$ cat src/rtl/mem_ctrl_pkg.sv
// Shared definitions for the memory command controller: default widths,
// command encodings and the controller state enumeration.
package mem_ctrl_pkg;

    localparam int ADDR_W_DEF = 8;
    localparam int DATA_W_DEF = 8;

    typedef enum logic [1:0] {
        OP_READ  = 2'b00,
        OP_WRITE = 2'b01,
        OP_COPY  = 2'b10,
        OP_RSVD  = 2'b11
    } op_e;

    typedef enum logic [2:0] {
        ST_IDLE,
        ST_RD,
        ST_RD_RSP,
        ST_WR,
        ST_CP_RD,
        ST_CP_WR,
        ST_DONE
    } state_e;

endpackage

$ cat src/rtl/mem_ctrl.sv
// Command controller in front of a registered-read RAM: single-byte READ/WRITE
// and a byte-serial forward COPY driven by a down-counting remaining-length timer.
//
// state     | meaning
// ----------+--------------------------------------------------------
// ST_IDLE   | ready for a command; all RAM strobes low
// ST_RD     | READ: MemRead at latched address
// ST_RD_RSP | READ: mem_out valid, captured into resp_rdata, resp pulse
// ST_WR     | WRITE: MemWrite with latched address and data
// ST_CP_RD  | COPY: read current source byte
// ST_CP_WR  | COPY: write that byte to destination, advance pointers
// ST_DONE   | completion pulse for WRITE, COPY and reserved op
module mem_ctrl
    import mem_ctrl_pkg::*;
#(
    parameter int ADDR_W = ADDR_W_DEF,
    parameter int DATA_W = DATA_W_DEF
) (
    input  logic              clk,
    input  logic              rst,
    input  logic              req_valid,
    output logic              req_ready,
    input  logic [1:0]        req_op,
    input  logic [ADDR_W-1:0] req_addr,
    input  logic [ADDR_W-1:0] req_dst,
    input  logic [ADDR_W-1:0] req_len,
    input  logic [DATA_W-1:0] req_wdata,
    output logic              resp_valid,
    output logic [DATA_W-1:0] resp_rdata,
    output logic              busy,
    output logic              MemRead,
    output logic              MemWrite,
    output logic [ADDR_W-1:0] addr,
    output logic [DATA_W-1:0] wdata,
    input  logic [DATA_W-1:0] mem_out
);

    state_e              state_q, state_d;
    logic [ADDR_W-1:0]   src_q, src_d;
    logic [ADDR_W-1:0]   dst_q, dst_d;
    logic [ADDR_W-1:0]   cnt_q, cnt_d;
    logic [DATA_W-1:0]   wdat_q, wdat_d;
    logic [DATA_W-1:0]   rdata_q, rdata_d;

    always_comb begin
        state_d    = state_q;
        src_d      = src_q;
        dst_d      = dst_q;
        cnt_d      = cnt_q;
        wdat_d     = wdat_q;
        rdata_d    = rdata_q;
        MemRead    = 1'b0;
        MemWrite   = 1'b0;
        addr       = '0;
        wdata      = '0;
        resp_valid = 1'b0;

        case (state_q)
            ST_IDLE: begin
                if (req_valid) begin
                    src_d  = req_addr;
                    dst_d  = req_dst;
                    cnt_d  = req_len;
                    wdat_d = req_wdata;
                    case (op_e'(req_op))
                        OP_READ:  state_d = ST_RD;
                        OP_WRITE: state_d = ST_WR;
                        OP_COPY:  state_d = (req_len == '0) ? ST_DONE : ST_CP_RD;
                        default:  state_d = ST_DONE;
                    endcase
                end
            end
            ST_RD: begin
                MemRead = 1'b1;
                addr    = src_q;
                state_d = ST_RD_RSP;
            end
            ST_RD_RSP: begin
                resp_valid = 1'b1;
                rdata_d    = mem_out;
                state_d    = ST_IDLE;
            end
            ST_WR: begin
                MemWrite = 1'b1;
                addr     = src_q;
                wdata    = wdat_q;
                state_d  = ST_DONE;
            end
            ST_CP_RD: begin
                MemRead = 1'b1;
                addr    = src_q;
                state_d = ST_CP_WR;
            end
            ST_CP_WR: begin
                MemWrite = 1'b1;
                addr     = dst_q;
                wdata    = mem_out;
                src_d    = src_q + ADDR_W'(1);
                dst_d    = dst_q + ADDR_W'(1);
                cnt_d    = cnt_q - ADDR_W'(1);
                state_d  = (cnt_q == ADDR_W'(1)) ? ST_DONE : ST_CP_RD;
            end
            ST_DONE: begin
                resp_valid = 1'b1;
                state_d    = ST_IDLE;
            end
            default: state_d = ST_IDLE;
        endcase

        // Reset wins at once: no strobe or pulse may escape on the reset edge.
        if (rst) begin
            MemRead    = 1'b0;
            MemWrite   = 1'b0;
            addr       = '0;
            wdata      = '0;
            resp_valid = 1'b0;
        end
    end

    always_ff @(posedge clk) begin
        if (rst) begin
            state_q <= ST_IDLE;
            src_q   <= '0;
            dst_q   <= '0;
            cnt_q   <= '0;
            wdat_q  <= '0;
            rdata_q <= '0;
        end else begin
            state_q <= state_d;
            src_q   <= src_d;
            dst_q   <= dst_d;
            cnt_q   <= cnt_d;
            wdat_q  <= wdat_d;
            rdata_q <= rdata_d;
        end
    end

    assign req_ready  = (state_q == ST_IDLE) && !rst;
    assign busy       = (state_q != ST_IDLE);
    assign resp_rdata = rdata_q;

endmodule

$ cat config.mk
export PLATFORM = sky130hd
export DESIGN_NAME = mem_ctrl
export DESIGN_NICKNAME = d
export VERILOG_FILES = /design/src/rtl/mem_ctrl_pkg.sv /design/src/rtl/mem_ctrl.sv
export SDC_FILE = /design/constraint.sdc
export NUM_CORES = 1
export LEC_CHECK = 0
export ABC_AREA = 1
export CORE_ASPECT_RATIO = 1.1
export CORE_MARGIN = 4
export CORE_UTILIZATION = 48
export CTS_CLUSTER_SIZE = 10
export DETAILED_ROUTE_END_ITERATION = 10
export GPL_ROUTABILITY_DRIVEN = 1
export PLACE_DENSITY = 0.8
export SYNTH_ARGS = -nofsm -noshare
export SYNTH_HDL_FRONTEND = slang
export SYNTH_SLANG_ARGS = --single-unit
$ cat constraint.sdc
create_clock -name clk -period 1.6 [get_ports clk]
set_input_delay 0.24 -clock clk [delete_from_list [all_inputs] [get_ports clk]]
set_output_delay 0.24 -clock clk [all_outputs]
set_load 0.01 [all_outputs]
==> reports/qor_table.md <==
| Result | Value |
|:---|:---|
| Sequential cell area fraction in the yosys report | 33.5% |
| Hold Fails Final Rpt | 0 |
| Post-placement cell count | 559 |
| Clk_lat worst skew | 290 ps |
| Fillers | 400 |
| Worst slew margin relative to its limit | 76.9% |
| Min Hold Slack | 444 ps |
| Fraction of final layout cells with drive strength greater than 1 | 23.0% |
| Number of global-route vias before repair | 2,819 |
| DRC errors left | 0 |
| Mapped cell area | 2570 um^2 |
| CP Capture Type | primary output |
| Antenna violations before repair | 0 |
| Critical-path maximum fanout | 8 |
| Wire length of the first global-routing pass | 13,500 um |
| Dpl hpwl | 5990 um |
| Unique masters post-synth | 35 |
| Initial Utilization | 50.4% |
| Post-detailed-route via-to-cell ratio | 5.28 |
| Met1 demand-to-capacity share in global routing | 31.7% |
| Maximum count of clock buffers along a single path | 2 |
| Clock slew seen by the registers of the worst setup and hold paths | 80 ps |
| Final setup vio count | 18 |
| H-Tree Depth | 2 |
| Worst Setup Path Type | reg -> out |
| Leakage power | 1.67 nW |
| Hold-fix buffer count after cts | 0 |
| Via count | 3,013 |
| Grt peak-use layer | met2 |
| Die H | 84.8 um |
| Arrival time of data at the critical path endpoint | 1530 ps |
| Layout net count | 547 |
| Slew Limit Fails | 0 |
| Number of storage elements in the synthesis netlist | 43 |
| Aggregate global-route resource usage | 25.1% |
| Max capacitance violation total | 0 |
| Leftover overflow at the end of global routing | 0 |
| Clock root buffer master | clkbuf_8 |
| Boundary Pins | 74 |
| Highest-delay cell along the critical path | dfxtp_2 |
| Ant. Diodes | 0 |
| Outcome | finished with violations |
| Worst Skew | 4.40 ps |
| Port buffer count | 73 |
| CTS tree | yes |
| Final cell count without fillers | 571 |
| Pwr/cell area | 966 nW/um^2 |
| Register cell area after layout | 870 um^2 |
| GR Layer Usage met3 | 2.90% |
| Sequence of cells on the critical path | inv_4, buf_6, nor2_4, buf_6, nand2_1, a21oi_1, buf_2 |
| Total clock buffers created by CTS | 5 |
| Area growth, synth to finish | 46.9% |
| Number of cell rows | 27 |
| Delay contributed by the slowest stage of the critical path | 370 ps |
| Library cell appearing most often on the critical path | buf_6 |
| Worst hold path class | reg -> reg |
| Failing checks | negative setup slack |
| Transition at the pin with the smallest max-transition slack | 337 ps |
| Largest net degree at the start of global routing | 30 |
| Violation count after the first detailed-route iteration | 136 |
| Setup repair after global routing missed its margin | true |
| DIE AREA | 6590 um^2 |
| Worst EP required | 1360 ps |
| Startpoint Class | register |
| Count of antenna-violating nets left after detailed routing | 0 |
| Number of instances in the synthesized netlist | 396 |
| Fraction of the cycle the final worst path needs | 110% |
| Placer Congestion | 0.929 |
| Synth Warn # | 0 |
| Met2 track demand over resource in global routing | 44.1% |
| Average size of a mapped cell | 6.49 um^2 |
| Min setup slack post-route | -167 ps |
| Count of TritonRoute iterations in the first routing pass | 4 |
| Routed WL | 8410 um |
| Number of clock sinks seen by CTS | 43 |
| Final critical-path required period | 1770 ps |
| Post-Synthesis Net Count | 445 |
| Peak Freq | 566 MHz |
| Die Width | 77.8 um |
| Average wire length per cell after detail routing | 14.7 um |
| Area of the multi-input gates | 1560 um^2 |
| Core Box Area | 5100 um^2 |
| Maximum VDD drop | 0.000694 V |
[kinds of logic after synthesis]
family | share of synthesized area, %
and+or+nand+nor | 33.9
AOI/OAI and AO/OA | 19.8
buffers and inverters | 10.6
DFF | 33.5
adders and majority gates | 1.95
xor gates and xnor gates | 0.341
[what timing repair did]
action | in CTS | in global routing
setup buffers | 4 | 0
endpoints found under the setup margin | 33 | 38
pin swaps | 7 | 12
gates resized for setup | 102 | 29
[placed cells by master, fill, tap and decap left out, types with 2 or more instances in the layout]
| master | instances |
|---|---|
| clkdlybuf4s50_1 | 52 |
| nor2_1 | 59 |
| ha_1 | 4 |
| buf_6 | 4 |
| o21ai_1 | 3 |
| o211a_1 | 3 |
| nand2_4 | 8 |
| buf_4 | 33 |
| nand3_1 | 24 |
| a211oi_1 | 2 |
| o31ai_1 | 2 |
| o211ai_1 | 3 |
| nor2_2 | 4 |
| nor3_1 | 3 |
| nor2_4 | 4 |
| buf_2 | 19 |
| buf_12 | 2 |
| o21ai_0 | 29 |
| nand4_1 | 4 |
| clkbuf_8 | 6 |
| inv_2 | 2 |
| dfxtp_4 | 2 |
| inv_1 | 35 |
| a21oi_1 | 25 |
| nand2_2 | 5 |
| nand2_1 | 89 |
| dfxtp_1 | 40 |
| o221ai_1 | 2 |
| a21oi_2 | 9 |
| a22oi_2 | 5 |
[stage by stage]
step	util [%]	setup TNS [ps]	worst slack [ps]	cell area, um^2	power (mW)
floorplan	-	0	163	2570	2.11
finish	74.0	-2060	-167	3780	3.65
global route	74.0	-3510	-209	3780	3.85
detailed placement	69.9	-6260	-329	3560	2.65
CTS	72.8	-1310	-189	3710	3.58
global placement	69.9	-5280	-292	3560	2.62
[layer usage]
metal,vias up,share of wire [%]
li1,1494,-
met1,1409,40
met2,90,52
met3,20,5.3
met4,0,2.5
met5,-,0
[final timing paths]
path / from / slack, ps / end / cells past startpoint
max reg2reg: state_q[0]$_SDFFE_PP0P_ / -10 / cnt_q[7]$_SDFFE_PP0P_ / 11
max: state_q[0]$_SDFFE_PP0P_ / -170 / wdata[0] / 7
min reg2reg: resp_rdata[0]$_SDFFE_PP0N_ / 440 / resp_rdata[0]$_SDFFE_PP0N_ / 2
min: resp_rdata[0]$_SDFFE_PP0N_ / 440 / resp_rdata[0]$_SDFFE_PP0N_ / 2
[registers in the layout, indices dropped and copies added (netlist names)]
| register | cells |
|---|---|
| state_q | 3 |
| cnt_q | 8 |
| resp_rdata | 8 |
| dst_q | 8 |
| src_q | 8 |
| wdat_q | 8 |
[where the power goes]
part           internal, mW  switching (mW)  leakage (nW)
registers              1.24           0.179         0.356
clock network         0.505           0.371        0.0612
logic                 0.617           0.734          1.26
total                  2.36            1.28          1.67
[worst max-delay path, delay by kind of cell (launching register included)]
family	cells	cell delay (ps)
buffers and inverters	4	500
AO/OA/AOI/OAI	1	130
flip-flops	1	370
AND/OR/NAND/NOR	2	230
[cells in the mapped netlist (all sizes together)]
cell type	number	area, um^2
o21ai	33	165
a211oi	2	15.0
a22oi	5	37.5
a31oi	1	6.26
o211ai	4	35.0
inv	40	150
buf	12	100
a2111oi	1	8.76
o211a	3	30.0
nand4	4	25.0
o31ai	2	15.0
xor2	1	8.76
o221ai	2	17.5
ha	4	50.1
or2	1	6.26
dfxtp	43	861
clkbuf	6	22.5
nand3	24	120
nand3b	1	7.51
nor2	67	272
a21oi	34	178
nand2	102	415
nor3	4	25.0
[area by class of cell]
cell class                      count  area share, %
Clock buffer                        6           2.19
Inverter                           40           4.27
Timing Repair Buffer              113           25.9
Tap cell                           72           2.39
Sequential cell                    43           23.0
Multi-Input combinational cell    295           41.3
Clock inverter                      2          0.928
Power figures use the tool's default switching activity.
